**config.mk**
```make
export PLATFORM = sky130hd
export DESIGN_NAME = r_clk_ctrl
export DESIGN_NICKNAME = d
export VERILOG_FILES = /design/src/rtl/r_clk_ctrl.sv
export SDC_FILE = /design/constraint.sdc
export NUM_CORES = 1
export LEC_CHECK = 0
export BUFFER_PORTS_ARGS = -buffer_cell sky130_fd_sc_hd__buf_2
export CAP_MARGIN = 20
export CORE_MARGIN = 3
export CORE_UTILIZATION = 55
export CTS_CLUSTER_SIZE = 40
export DETAILED_ROUTE_END_ITERATION = 12
export PLACE_DENSITY = 0.83
export SLEW_MARGIN = 40
export SYNTH_ARGS = -nofsm -noshare
export SYNTH_HDL_FRONTEND = slang
export SYNTH_SLANG_ARGS = --single-unit
```
**constraint.sdc**
```tcl
create_clock -name r_clk -period 6.3 [get_ports r_clk]
set_input_delay 1.26 -clock r_clk [delete_from_list [all_inputs] [get_ports r_clk]]
set_output_delay 1.26 -clock r_clk [all_outputs]
set_load 0.01 [all_outputs]
```
**src/rtl/r_clk_ctrl.sv**
```systemverilog
// Read-clock-domain controller of the asynchronous FIFO: read pointers, RAM read
// address, write-pointer synchroniser and registered empty / almost-empty / level status.
module r_clk_ctrl #(
    parameter int unsigned ADDRESS_SIZE        = 4,
    parameter int unsigned ALMOST_EMPTY_THRESH = 2
) (
    input  logic                    r_clk,
    input  logic                    rrst_n,
    input  logic                    r_en,
    input  logic [ADDRESS_SIZE:0]   w_ptr,
    output logic [ADDRESS_SIZE:0]   r_ptr,
    output logic [ADDRESS_SIZE-1:0] r_addr,
    output logic                    r_empty,
    output logic                    r_almost_empty,
    output logic [ADDRESS_SIZE:0]   r_level
);

    localparam int unsigned PW = ADDRESS_SIZE + 1;

    logic [PW-1:0] r_bin_q,   r_bin_d;
    logic [PW-1:0] r_ptr_q,   r_ptr_d;
    logic [PW-1:0] rq1_wptr_q;
    logic [PW-1:0] rq2_wptr_q;
    logic          r_empty_q, r_empty_d;
    logic          r_aempty_q, r_aempty_d;
    logic [PW-1:0] r_level_q, r_level_d;

    logic          rd_ok;
    logic [PW-1:0] rq2_wbin;

    // Next-state: reads are accepted only while the registered empty flag is low,
    // so underflow is impossible and needs no error path.
    always_comb begin
        rd_ok      = r_en & ~r_empty_q;
        r_bin_d    = r_bin_q + PW'(rd_ok);
        r_ptr_d    = (r_bin_d >> 1) ^ r_bin_d;
        rq2_wbin   = '0;
        for (int unsigned i = 0; i < PW; i++) begin
            rq2_wbin[i] = ^(rq2_wptr_q >> i);
        end
        r_empty_d  = (r_ptr_d == rq2_wptr_q);
        r_level_d  = rq2_wbin - r_bin_d;
        r_aempty_d = (32'(r_level_d) <= ALMOST_EMPTY_THRESH);
    end

    // Pointer, synchroniser and status registers; all clear asynchronously.
    always_ff @(posedge r_clk or negedge rrst_n) begin
        if (!rrst_n) begin
            r_bin_q    <= '0;
            r_ptr_q    <= '0;
            rq1_wptr_q <= '0;
            rq2_wptr_q <= '0;
            r_empty_q  <= 1'b1;
            r_aempty_q <= 1'b1;
            r_level_q  <= '0;
        end else begin
            r_bin_q    <= r_bin_d;
            r_ptr_q    <= r_ptr_d;
            rq1_wptr_q <= w_ptr;
            rq2_wptr_q <= rq1_wptr_q;
            r_empty_q  <= r_empty_d;
            r_aempty_q <= r_aempty_d;
            r_level_q  <= r_level_d;
        end
    end

    assign r_ptr          = r_ptr_q;
    assign r_addr         = r_bin_q[ADDRESS_SIZE-1:0];
    assign r_empty        = r_empty_q;
    assign r_almost_empty = r_aempty_q;
    assign r_level        = r_level_q;

endmodule

```
Word-level counts from Yosys, hierarchy flattened:

Index checks and enable logic that the tools add are counted.

* register bits after elaboration: 27
* input bits: 8
* output and inout port bits: 16
* word-level logic and storage cells: 19

* add/sub/neg operators: 2
* $lt $le $gt $ge: 1
* equality and inequality tests: 1
* bitwise logic cells: 3
* reductions and logical operators: 5

Operators with widths (number)
* 5-bit parity: 5
* 5-bit by 1-bit adder with 5-bit output: 1
* 5-bit equality test: 1
* 5-bit by 2-bit less-or-equal comparator with 1-bit output, second input constant: 1
* 5-bit subtractor: 1
* 4-bit by 5-bit bitwise XOR with 5-bit output: 1
* 1-bit AND: 1
* 1-bit NOT: 1

Longest topological paths before layout:

* depth in word-level cells: 5
* depth in mapped cells: 10
* depth with buffers taken out: 10

Worst setup path after synthesis:

OpenSTA, ideal clock, no wires.

* path type: input-to-reg
* start: input r_en
* end: register r_aempty_q, in the netlist r_almost_empty
* library setup time: 0.084 ns
* data arrival time: 3.187 ns
* required time: 6.216 ns
* setup slack: 3.029 ns
* cell stages on the path: 10
* path buffers: 1
* cells stage by stage: nor2b_1 ha_1 ha_1 clkbuf_1 xnor2_1 ha_1 a21o_1 a21bo_1 o31ai_2 nor3b_1

* longest elaborated chain between the ends: 4

Ends and longest elaborated chain
* start, declared: RTL line 9 `input logic r_en,`
* 1-bit AND: RTL line 34 `rd_ok = r_en & ~r_empty_q;`
* 5-bit by 1-bit adder with 5-bit output: RTL line 35 `r_bin_d = r_bin_q + PW'(rd_ok);`
* named net r_bin_d[1]: RTL line 20 `logic [PW-1:0] r_bin_q, r_bin_d;`
* 5-bit subtractor: RTL line 42 `r_level_d = rq2_wbin - r_bin_d;`
* 5-bit by 2-bit less-or-equal comparator with 1-bit output: RTL line 43 `r_aempty_d = (32'(r_level_d) <= ALMOST_EMPTY_THRESH);`
* named net r_aempty_d: RTL line 25 `logic r_aempty_q, r_aempty_d;`
* end signal, assigned: RTL line 62 `r_aempty_q <= r_aempty_d;`
* end, declared: RTL line 25

The timed path passes the listed nets, and every way through them passes these cells.

Worst setup path in the final report:

Same ends and word-level chain as after synthesis.

==> flow_summary_export.csv <==
group,metric,value,unit
placed_design,portBuffers,23,
final_layout,syn_to_final_growth,17.5,%
worst_setup_path,crit_buf_inv,2,
pwr,switching_share,0.394,
clock_network,cts_tree,"done",
yosys,synth-edff-count,0,
pwr,p_leak,0.642,nW
floorplanning,start_util,0.614,
drt,drc,0,
clock_network,cts_resized,0,
clock_network,clkSinkCount,26,
floorplanning,io_pins,24,
worst_setup_path,ff2ff_path_depth,10,
global_route,track_usage,0.164,
placed_design,dp_hpwl,1.34,mm
timing,hold_ws,0.366,ns
timing,hold_viol_final,0,
yosys,ys_types,26,
floorplanning,dieArea,0.00261,mm²
yosys,syn-num-nets,101,
final_layout,antennaDiodeCount,0,
worst_setup_path,crit_required,6.52,ns
pwr,vdd_drop_max,340,µV
drt,wl_per_cell,12.6,µm
floorplanning,core.rowCount,15,
worst_setup_path,cpMaxStageDelayCell,"xor2_2",
clock_network,clk_pin_slew,0.13,ns
global_route,grt_max_degree,27,
timing,finalSetupTns,0,ns
clock_network,h-tree-depth,1,
final_layout,nets,128,
final_layout,fillers,157,
timing,post-route-period-util,0.536,
global_route,grt_overflow,0,
drt,dr.pass1.iters,4,
floorplanning,core-area,0.00182,mm²
worst_setup_path,crit_fanout,6,
worst_setup_path,worstSetupPathType,"primary input to flop",
timing,skew,0.00934,ns
yosys,synth-main-ff-cell,"dfrtp_1",
job,maxCapViolCount,0,
drt,dr_total_vias,713,
clock_network,cts_made_buffers,3,
yosys,syn_avg_cell_area,12.7,µm²
yosys,ys_ff_latch,26,
pwr,total_power,771,µW
pwr,p_per_area,587,mW/mm²
clock_network,clockBufferDepth,2,
drt,drt_iter0_markers,8,
worst_setup_path,cp-end-kind,"flop",
timing,max_slew_margin,0.633,
drt,antenna_left,0,
worst_hold_path,holdPathStages,0,
drt,wl,1.75,mm
timing,final_max_slew_viol_count,0,
clock_network,cts_hold_buf,0,
timing,setup_viol,0,
timing,setup_ws,2.92,ns
pwr,netSwitchingPower,304,µW
pwr,clkPwrFrac,0.141,
global_route,antenna_found_initial,0,
yosys,yosys_warnings,0,
drt,vias_per_cell,5.13,
placed_design,pre_cts_ws,2.74,ns
placed_design,globalplace.congestion,0.771,
clock_network,post-cts-setup-buffers,0,
outcome,outcome,"finished clean",
worst_hold_path,min_path_type,"flop to flop",
yosys,seq_area_frac_synth,0.585,
floorplanning,die_y,51.1,µm
final_layout,drive_above_1_share,0.289,
floorplanning,die_w,51.1,µm
worst_setup_path,worstSetupStartpointType,"primary input",
final_layout,fin_util,0.721,
clock_network,cts_root_buf,"clkbuf_4",
worst_setup_path,cp_top_family,"compound AO/OA/AOI/OAI gates",
timing,grt_setup_unrepaired,"no",
pwr,p_int,467,µW
timing,fmax,296,MHz
yosys,syn_area,0.00112,mm²
worst_setup_path,slowest_delay,0.33,ns
pwr,p_comb_frac,0.531,
global_route,grt_pass1_wl,3.10,mm
yosys,synthArstFlopShare,1.00,
timing,tightest_slew,0.549,ns
timing,post-route-min-period,3.38,ns
worst_setup_path,cp_common_cell,"ha_1",
clock_network,clock_latency,0.31,ns
worst_setup_path,path_cells,"buf_2 > nor2b_1 > ha_1 > ha_1 > xor2_2 > inv_1 > ha_1 > o21ai_0 > a21bo_1 > o31ai_2 > nor3b_1",
worst_setup_path,critPathArrivalTime,3.60,ns
yosys,syn_inst,88,
pwr,seq_power_share,0.328,
worst_setup_path,cp.depth,11,
global_route,grt_pass1_vias,756,
## stage by stage
stage          instance area, µm²  cells
2_1_floorplan                1120     88
4_1_cts                      1310    139
6_report                     1310    139
3_3_place_gp                 1260    135
3_5_place_dp                 1260    135
5_1_grt                      1310    139
## path summary, 6_finish.rpt
path,start,to,slack (ns)
max,r_en,r_almost_empty,2.92
min,rq1_wptr_q[2],rq2_wptr_q[2],0.37
max reg2reg,r_empty,r_almost_empty,3.48
min reg2reg,rq1_wptr_q[2],rq2_wptr_q[2],0.37
max in group asynchronous,rrst_n,r_almost_empty,5.02
min in group asynchronous,rrst_n,r_ptr[2],0.91
## flip-flops by register name (all words and copies together), names as in the netlist
register        count
rq1_wptr_q          5
rq2_wptr_q          5
r_ptr               4
r_bin_q             5
r_level             5
r_almost_empty      1
r_empty             1
## final cells by class
type	count	area [µm²]	share of cell area
multi-input combinational	51	423	0.322
inverter	10	37.5	0.0286
tap	25	31.3	0.0238
timing repair buffer	23	115	0.0877
sequential	26	653	0.498
clock buffer	3	22.5	0.0172
clock inverter	1	30.0	0.0229
## cells in the mapped netlist, drive strengths merged (2+ instances only)
cell type,n,share of area
inv,10,0.034
dfrtp,24,0.54
xor2,13,0.12
dfstp,2,0.047
nand3,4,0.018
ha,5,0.056
nand2,2,0.0067
nor2,3,0.010
xnor2,9,0.071
## layout by cell type, fill, tap and decap left out, drive strengths merged
cell / n
o31ai: 1
o41ai: 1
o211ai: 1
nand4b: 1
bufinv: 1
nand2b: 1
nor4: 1
clkbuf: 3
and3: 1
nor2: 3
a21bo: 1
a21o: 1
dfrtp: 24
ha: 5
dfstp: 2
nor3b: 1
inv: 10
nand2: 2
nor2b: 1
nand3: 4
o21ai: 1
buf: 23
xnor2: 9
a21oi: 1
xor2: 13
a2111oi: 1
or3: 1
## per-layer routing
| layer | share of wire | vias up | GRT usage | wire length [µm] |
|---|---|---|---|---|
| li1 | - | 337 | - | - |
| met1 | 0.40 | 346 | 0.176 | 690 |
| met2 | 0.52 | 26 | 0.303 | 911 |
| met3 | 0.065 | 4 | 0.0292 | 114 |
| met4 | 0.017 | 0 | 0.0852 | 30 |
| met5 | 0 | - | 0 | 0 |
## cell families (layout without fill, tap and decap cells)
group                    count (synthesis)  count (layout)  share of synthesized area
AO/OA/AOI/OAI                            8               8                     0.0582
adder cells (fa/ha/maj)                  5               5                     0.0560
XOR/XNOR                                22              22                      0.186
buffers and inverters                   11              37                     0.0370
flip-flops                              26              26                      0.585
AND/OR/NAND/NOR                         16              16                     0.0784
## power groups by stage
stage	clock network [mW]	logic (mW)	registers [mW]
final	0.109	0.409	0.253
after global routing	0.121	0.461	0.259
after CTS	0.113	0.415	0.253
after detailed placement	0	0.409	0.257
after global placement	0	0.395	0.254
after floorplan	0	0.272	0.284
Power figures use the tool's default switching activity.
